===== src/rtl/bridge_pkg.sv =====
// Shared types and constants for the sram-like to AXI3 bridge.
package bridge_pkg;

    typedef enum logic [2:0] {
        ST_IDLE,
        ST_RD_ADDR,
        ST_RD_DATA,
        ST_WR_ADDR,
        ST_WR_RESP,
        ST_DONE
    } state_t;

    typedef enum logic {
        OWN_INST,
        OWN_DATA
    } owner_t;

    localparam logic [1:0] SIZE_BYTE      = 2'd0;
    localparam logic [1:0] SIZE_HALF      = 2'd1;
    localparam logic [1:0] SIZE_WORD      = 2'd2;
    localparam logic [1:0] AXI_BURST_INCR = 2'b01;

endpackage


===== src/rtl/sramlike_wstrb_gen.sv =====
// Byte-lane write strobe from sram-like size and the low address bits.
module sramlike_wstrb_gen
    import bridge_pkg::*;
(
    input  logic [1:0] i_size,
    input  logic [1:0] i_addr_lo,
    output logic [3:0] o_wstrb
);

    // Byte selects one lane, half selects the upper or lower pair, word/3 select all.
    always_comb begin
        o_wstrb = 4'b1111;
        case (i_size)
            SIZE_BYTE: o_wstrb = 4'b0001 << i_addr_lo;
            SIZE_HALF: o_wstrb = i_addr_lo[1] ? 4'b1100 : 4'b0011;
            default:   o_wstrb = 4'b1111;
        endcase
    end

endmodule


===== src/rtl/sramlike_axi_bridge.sv =====
// Arbitrates the inst and data sram-like ports onto one AXI3 master port.
// One outstanding single-beat transaction; the data port has fixed priority.
module sramlike_axi_bridge
    import bridge_pkg::*;
#(
    parameter logic [3:0] ID_INST = 4'd0,
    parameter logic [3:0] ID_DATA = 4'd1
) (
    input  logic        clk,
    input  logic        rst,
    input  logic        inst_req,
    input  logic        inst_wr,
    input  logic [1:0]  inst_size,
    input  logic [31:0] inst_addr,
    input  logic [31:0] inst_wdata,
    output logic [31:0] inst_rdata,
    output logic        inst_addr_ok,
    output logic        inst_data_ok,
    input  logic        data_req,
    input  logic        data_wr,
    input  logic [1:0]  data_size,
    input  logic [31:0] data_addr,
    input  logic [31:0] data_wdata,
    output logic [31:0] data_rdata,
    output logic        data_addr_ok,
    output logic        data_data_ok,
    output logic [3:0]  arid,
    output logic [31:0] araddr,
    output logic [7:0]  arlen,
    output logic [2:0]  arsize,
    output logic [1:0]  arburst,
    output logic [1:0]  arlock,
    output logic [3:0]  arcache,
    output logic [2:0]  arprot,
    output logic        arvalid,
    input  logic        arready,
    input  logic [3:0]  rid,
    input  logic [31:0] rdata,
    input  logic [1:0]  rresp,
    input  logic        rlast,
    input  logic        rvalid,
    output logic        rready,
    output logic [3:0]  awid,
    output logic [31:0] awaddr,
    output logic [7:0]  awlen,
    output logic [2:0]  awsize,
    output logic [1:0]  awburst,
    output logic [1:0]  awlock,
    output logic [3:0]  awcache,
    output logic [2:0]  awprot,
    output logic        awvalid,
    input  logic        awready,
    output logic [3:0]  wid,
    output logic [31:0] wdata,
    output logic [3:0]  wstrb,
    output logic        wlast,
    output logic        wvalid,
    input  logic        wready,
    input  logic [3:0]  bid,
    input  logic [1:0]  bresp,
    input  logic        bvalid,
    output logic        bready
);

    state_t      r_state;
    state_t      w_next;
    owner_t      r_owner;
    logic        r_wr;
    logic [1:0]  r_size;
    logic [31:0] r_addr;
    logic [31:0] r_wdata;
    logic [31:0] r_rdata;
    logic        r_aw_pend;
    logic        r_w_pend;

    logic        w_idle;
    logic        w_acc_data;
    logic        w_acc_inst;
    logic        w_acc_wr;
    logic [3:0]  w_axi_id;
    logic        w_unused;

    // Acceptance is combinational in IDLE and suppressed while reset is high,
    // so a request is never acknowledged in a cycle that cannot latch it.
    assign w_idle     = (r_state == ST_IDLE);
    assign w_acc_data = w_idle & data_req & ~rst;
    assign w_acc_inst = w_idle & inst_req & ~data_req & ~rst;
    assign w_acc_wr   = (w_acc_data & data_wr) | (w_acc_inst & inst_wr);

    assign data_addr_ok = w_acc_data;
    assign inst_addr_ok = w_acc_inst;

    assign w_axi_id = (r_owner == OWN_DATA) ? ID_DATA : ID_INST;

    assign arid    = w_axi_id;
    assign araddr  = r_addr;
    assign arlen   = '0;
    assign arsize  = {1'b0, r_size};
    assign arburst = AXI_BURST_INCR;
    assign arlock  = '0;
    assign arcache = '0;
    assign arprot  = '0;

    assign awid    = w_axi_id;
    assign awaddr  = r_addr;
    assign awlen   = '0;
    assign awsize  = {1'b0, r_size};
    assign awburst = AXI_BURST_INCR;
    assign awlock  = '0;
    assign awcache = '0;
    assign awprot  = '0;

    assign wid   = w_axi_id;
    assign wdata = r_wdata;
    assign wlast = 1'b1;

    assign inst_rdata = r_rdata;
    assign data_rdata = r_rdata;

    // Response IDs, resp codes and rlast carry nothing for single-beat bursts.
    assign w_unused = ^{rid, rresp, rlast, bid, bresp};

    sramlike_wstrb_gen u_wstrb (
        .i_size    (r_size),
        .i_addr_lo (r_addr[1:0]),
        .o_wstrb   (wstrb)
    );

    // State register.
    always_ff @(posedge clk) begin
        if (rst) r_state <= ST_IDLE;
        else     r_state <= w_next;
    end

    // Next-state and channel handshake outputs.
    always_comb begin
        w_next       = r_state;
        arvalid      = 1'b0;
        rready       = 1'b0;
        awvalid      = 1'b0;
        wvalid       = 1'b0;
        bready       = 1'b0;
        data_data_ok = 1'b0;
        inst_data_ok = 1'b0;
        case (r_state)
            ST_IDLE: begin
                if (w_acc_data || w_acc_inst) w_next = w_acc_wr ? ST_WR_ADDR : ST_RD_ADDR;
            end
            ST_RD_ADDR: begin
                arvalid = 1'b1;
                if (arready) w_next = ST_RD_DATA;
            end
            ST_RD_DATA: begin
                rready = 1'b1;
                if (rvalid) w_next = ST_DONE;
            end
            ST_WR_ADDR: begin
                awvalid = r_aw_pend;
                wvalid  = r_w_pend;
                // Leave once neither channel still owes a handshake.
                if ((~r_aw_pend | awready) & (~r_w_pend | wready)) w_next = ST_WR_RESP;
            end
            ST_WR_RESP: begin
                bready = 1'b1;
                if (bvalid) w_next = ST_DONE;
            end
            ST_DONE: begin
                data_data_ok = (r_owner == OWN_DATA);
                inst_data_ok = (r_owner == OWN_INST);
                w_next       = ST_IDLE;
            end
            default: w_next = ST_IDLE;
        endcase
    end

    // Latch the winning request at acceptance.
    always_ff @(posedge clk) begin
        if (rst) begin
            r_owner <= OWN_INST;
            r_wr    <= 1'b0;
            r_size  <= '0;
            r_addr  <= '0;
            r_wdata <= '0;
        end else if (w_acc_data) begin
            r_owner <= OWN_DATA;
            r_wr    <= data_wr;
            r_size  <= data_size;
            r_addr  <= data_addr;
            r_wdata <= data_wdata;
        end else if (w_acc_inst) begin
            r_owner <= OWN_INST;
            r_wr    <= inst_wr;
            r_size  <= inst_size;
            r_addr  <= inst_addr;
            r_wdata <= inst_wdata;
        end
    end

    // Track the AW and W handshakes independently during a write.
    always_ff @(posedge clk) begin
        if (rst) begin
            r_aw_pend <= 1'b0;
            r_w_pend  <= 1'b0;
        end else if (w_acc_wr) begin
            r_aw_pend <= 1'b1;
            r_w_pend  <= 1'b1;
        end else if (r_state == ST_WR_ADDR) begin
            if (awready) r_aw_pend <= 1'b0;
            if (wready)  r_w_pend  <= 1'b0;
        end
    end

    // Capture read data on the R handshake.
    always_ff @(posedge clk) begin
        if (rst)                                r_rdata <= '0;
        else if (r_state == ST_RD_DATA && rvalid) r_rdata <= rdata;
    end

endmodule


===== config.mk =====
export PLATFORM = sky130hd
export DESIGN_NAME = sramlike_axi_bridge
export DESIGN_NICKNAME = d
export VERILOG_FILES = /design/src/rtl/bridge_pkg.sv /design/src/rtl/sramlike_wstrb_gen.sv /design/src/rtl/sramlike_axi_bridge.sv
export SDC_FILE = /design/constraint.sdc
export NUM_CORES = 1
export LEC_CHECK = 0
export CAP_MARGIN = 20
export CORE_AREA = 10 10 156 158
export CTS_BUF_LIST = sky130_fd_sc_hd__clkbuf_16
export DETAILED_ROUTE_END_ITERATION = 16
export DIE_AREA = 0 0 166 168
export PLACE_DENSITY_LB_ADDON = 0.1
export SLEW_MARGIN = 5
export SYNTH_ARGS = -nofsm -noshare
export SYNTH_HDL_FRONTEND = slang
export SYNTH_SLANG_ARGS = --single-unit

===== constraint.sdc =====
create_clock -name clk -period 2.4 [get_ports clk]
set_clock_uncertainty 0.2 [all_clocks]
set_input_delay 0.24 -clock clk [delete_from_list [all_inputs] [get_ports clk]]
set_output_delay 0.24 -clock clk [all_outputs]
set_load 0.05 [all_outputs]

Word level (Yosys, flattened, before mapping)
Index checks and enable logic that the tools add are counted.
{"block": "word_totals", "register_bits": 104, "inputBits": 188, "out_inout_bits": 230, "elab_cells": 78}
{"block": "op_classes", "n_eq_ne": 11, "shifts": 1, "mux": 31, "bitwise_logic": 16, "reduce_logical": 11}
{"operator": "32-bit two-way mux", "count": 4}
{"operator": "1-bit two-way mux", "count": 16}
{"operator": "3-bit two-way mux", "count": 5}
{"operator": "3-bit case mux with 5 select lines", "count": 1}
{"operator": "1-bit AND", "count": 8}
{"operator": "2-bit inequality test (second input constant)", "count": 4}
{"operator": "4-bit case mux with 2 select lines", "count": 1}
{"operator": "2-bit nonzero test", "count": 4}
{"operator": "3-bit by 2-bit equality test with 1-bit output (second input constant)", "count": 2}
{"operator": "3-bit equality test (second input constant)", "count": 2}
{"operator": "2-bit two-way mux", "count": 3}
{"operator": "1-bit NOT", "count": 5}
{"operator": "5-bit AND reduction", "count": 1}
{"operator": "4-bit two-way mux", "count": 1}
{"operator": "2-bit AND reduction", "count": 2}
{"operator": "1-bit by 2-bit << shifter with 4-bit output (first input constant)", "count": 1}
{"operator": "3-bit by 1-bit equality test with 1-bit output (second input constant)", "count": 1}
{"operator": "3-bit zero test", "count": 1}
{"operator": "1-bit OR", "count": 3}
{"operator": "2-bit by 1-bit equality test with 1-bit output (second input constant)", "count": 1}
{"operator": "2-bit zero test", "count": 1}
{"operator": "2-bit by 1-bit inequality test with 1-bit output (second input constant)", "count": 1}
{"operator": "1-bit logical AND", "count": 1}
{"operator": "1-bit logical OR", "count": 1}

Logic depth before layout (Yosys ltp)
{"block": "logic_depth", "ltp_word": 9, "depth_mapped": 8, "ltp_nobuf": 5}

By module
From an unflattened synthesis, not the netlist that was laid out.
{"block": "hier_totals", "cells_unflattened": 701, "hier_area_um2": 5436.5}
{"mod": "sramlike_axi_bridge", "n_inst": 1, "cells_per_inst": 694, "area_each_um2": 5392.7}
{"mod": "sramlike_wstrb_gen", "n_inst": 1, "cells_per_inst": 7, "area_each_um2": 43.8}

Worst setup path before layout
No wires, ideal clock.
{"block": "synth_timing", "path_kind": "register -> register", "startpoint": "register r_state[2]", "endpoint": "register r_state[1]", "setup_ns": 0.116, "t_arrival_ns": 2.128, "required_ns": 2.084, "slack_ns": -0.044, "path_stages_with_launch": 5, "synth_period_minus_slack_ns": 2.444, "path_cell_list": "dfxtp_1 clkbuf_1 nor3b_1 inv_1 o211a_1"}
{"block": "synth_via", "elab_chain_len": 9, "elab_cells_between_ends": 23, "classes_between": "eq/ne: 9; mux: 3; bitwise: 8; reduce/logical: 3"}
{"element": "from (decl)", "line": "sramlike_axi_bridge.sv:65", "source": "state_t r_state;"}
{"element": "from (signal assigned)", "line": "sramlike_axi_bridge.sv:132", "source": "else r_state <= w_next;"}
{"element": "3-bit zero test", "line": "sramlike_axi_bridge.sv:85, sramlike_axi_bridge.sv:145"}
{"element": "1-bit AND (3 in series)", "line": "sramlike_axi_bridge.sv:87", "source": "assign w_acc_inst = w_idle & inst_req & ~data_req & ~rst;"}
{"element": "1-bit AND", "line": "sramlike_axi_bridge.sv:88", "source": "assign w_acc_wr = (w_acc_data & data_wr) | (w_acc_inst & inst_wr);"}
{"element": "1-bit OR", "line": "sramlike_axi_bridge.sv:88"}
{"element": "2-bit two-way mux", "line": "sramlike_axi_bridge.sv:147", "source": "if (w_acc_data || w_acc_inst) w_next = w_acc_wr ? ST_WR_ADDR : ST_RD_ADDR;"}
{"element": "3-bit two-way mux", "line": "sramlike_axi_bridge.sv:147"}
{"element": "3-bit case mux with 5 select lines", "line": "sramlike_axi_bridge.sv:145", "source": "case (r_state)"}
Several ways; a longest one is shown, not always the timed one. The select of a mux whose other input is x is not followed.
A chain may end at the register's enable or synchronous reset.

Worst setup path after layout
{"block": "layout_timing", "startpoint": "register r_state[1]", "endpoint": "output inst_addr_ok"}
{"block": "layout_via", "elab_chain_len": 4}
{"element": "3-bit zero test", "line": "sramlike_axi_bridge.sv:85", "source": "assign w_idle = (r_state == ST_IDLE);"}
{"element": "1-bit AND (3 in series)", "line": "sramlike_axi_bridge.sv:87"}
{"element": "to (decl)", "line": "sramlike_axi_bridge.sv:17", "source": "output logic inst_addr_ok,"}
Every way passes these cells.

==> flow_summary.ini <==
[drt]
dr.pass1.iters = 4
vias = 5405
finalWirelength_um = 22400
drtAntennaViolNets = 0
wl_per_cell_um = 18.1
via_per_inst = 4.36
drt_iter0_drc = 164
drc_errors = 0

[logic_synthesis]
netlist_area_sq_um = 5270
synth.top_cell.area_share_pct = 39.5
ys_seq_area_share_pct = 39.5
ys_top_cells_by_area = dfxtp_1 39%, buf_4 17%, nand2_1 14%
ys_seq_elements = 104
ys.flop_type = dfxtp_1
synth_cell_types = 32
synth_top_cell_by_area = dfxtp_1
yosysWarnings = 0
synth-edff-count = 0
synthTopCellsByCount = 201 x nand2_1, 120 x buf_4, 104 x dfxtp_1
yosysMostFrequentCell = nand2_1
avgSynthCellArea_sq_um = 7.62
synth_cells = 692
async_flop_share_pct = 0

[floorplan]
io-pin-count = 418
die-area_sq_um = 27900
start_util_pct = 24.6
die_h_um = 168
die_x_um = 166
rows = 54
core_sq_um = 21400

[sta]
finalHoldViolCount = 0
worst_slew_pin_slew_ps = 567
drv_slew = 0
setup_viol = 0
period_needed_ps = 2240
fmaxAchievable_mhz = 446
fin_tns_setup_ps = 0
rsz0062_at_grt = false
period_share_pct = 93.4
slew-limit-headroom_pct = 62.1

[clock_tree]
clkLatencyLatePin_ps = 340
hold_buffers = 0
cts_buffers = 9
path_clk_slew_ps = 60
ctsResizeCount = 0
post_cts_buffers = 0
cts_root_buf = clkbuf_16
cts_tree = yes
clock_path_buffers = 2
clock_sinks = 104
htree_levels = 3

[worst_setup_path]
crit_buf_inv = 3
r2r_start = r_state[1]$_SDFFE_PP0P_
path_cells = nor4_4, nand3b_2, inv_2, buf_12, buf_12
reg2reg_depth = 6
critPathArrivalTime_ps = 1800
slowest_stage = dfxtp_1
critPathMaxFanout = 23
cpPeakStageDelay_ps = 330
critPathKind = register to output pin
startpoint_type = register
end_kind = output pin
r2r_slack_ps = 420
startpoint = r_state[1]$_SDFFE_PP0P_
cp_top_family = buffers and inverters
required_ps = 1960
crit_top_cell = buf_12
r2r-end = araddr[12]$_SDFFE_PP0P_

[layout]
drive_gt1_share_pct = 5.63
nets = 1144
n_antenna_cell = 0
area_growth_pct = 66.0

[place]
numPortBuffers = 354
hpwl_um = 17300
gp_congestion = 0.729

[pwr]
pwr_density_cell_nw_per_um2 = 916
peakVddDrop_uv = 402
finalPower_mw = 8.02
leakage_nw = 3.20

[grt]
grtUsageTotal_pct = 15.3
grt.overflow.total = 0
first_global_vias = 5555
antenna_found_initial = 2
grt_max_degree = 104
grt_pass1_wl_um = 34000

[hold_path]
hp-start = rst
hold_path.class = input pin to register
hold_end = r_state[2]$_SDFFE_PP0P_
whs_path_depth = 3

[run]
cap_violations = 0

[status]
run_status = finished, final reports clean
==> worst max path at each step <==
stage	to	cells after the start	slack (ps)
5_1_grt	inst_addr_ok	5	40
4_1_cts	inst_addr_ok	5	100
2_1_floorplan	data_rdata[22]$_SDFFE_PP0P_	6	180
3_5_place_dp	araddr[22]$_SDFFE_PP0P_	6	280
6_report	inst_addr_ok	5	160
3_3_place_gp	araddr[7]$_SDFFE_PP0P_	6	310
==> layout make-up <==
| cell class | instances | area (sq um) |
|---|---|---|
| Fill cell | 2209 | 12700 |
| Timing Repair Buffer | 372 | 3770 |
| Multi-Input combinational cell | 461 | 2250 |
| Sequential cell | 104 | 2080 |
| Tap cell | 280 | 350 |
| Clock buffer | 9 | 225 |
| Clock inverter | 5 | 50.0 |
| Inverter | 8 | 30.0 |
==> per-layer routing <==
layer  up-vias  part of all wire [%]  global-route usage, %
li1       2657                     -                      -
met3        15                    12                   8.29
met2       253                    48                   25.7
met5         -                  0.14                      0
met4         4                   1.1                   4.28
met1      2476                    39                   16.3
==> sequential cells by signal (all words and copies together) (netlist names) <==
register    cells
araddr         32
data_rdata     32
wdata          32
r_state         3
r_size          2
r_aw_pend       1
r_owner         1
r_w_pend        1
==> report_power, final <==
| group | total, mW | switching (mW) | internal, mW |
|---|---|---|---|
| Clock | 1.45 | 0.659 | 0.791 |
| Combinational | 4.30 | 2.86 | 1.45 |
| Sequential | 2.27 | 0.234 | 2.03 |
==> worst min-delay path, delay by kind of cell <==
family / cells / cell delay (ps)
buffers and inverters: 2 / 350
AND/OR/NAND/NOR: 1 / 130
==> cell usage in the layout, fill, tap and decap left out, types with 5 or more instances in the layout <==
cell / synthesis / final
nor2_1: 74 / 74
nor2b_1: 5 / 5
conb_1: 2 / 50
o21ai_0: 5 / 5
nand2_1: 201 / 200
clkdlybuf4s50_1: 0 / 340
a21oi_1: 35 / 35
inv_1: 7 / 7
buf_4: 120 / 22
a311oi_1: 66 / 66
dfxtp_1: 104 / 104
buf_12: 0 / 10
clkbuf_16: 0 / 9
==> cell families after synthesis <==
kind of cell    after synthesis  synth area share [%]
other cells                   2                 0.142
compound gates              116                  16.3
buf+inv                     175                  21.5
simple gates                295                  22.5
flops                       104                  39.5
==> through the flow <==
| stage | worst slack [ps] | cell area, sq um | instances | hold WS [ps] | util, % |
|---|---|---|---|---|---|
| after floorplan | 179 | 5460 | 740 | 176 | - |
| after global placement | 307 | 8480 | 1225 | 258 | 39.6 |
| after detailed placement | 283 | 8480 | 1225 | 262 | 39.6 |
| after CTS | 99.0 | 8750 | 1239 | 219 | 40.9 |
| after global routing | 41.1 | 8750 | 1239 | 233 | 40.9 |
| final | 157 | 8750 | 1239 | 211 | 40.9 |
Power figures use the tool's default switching activity.
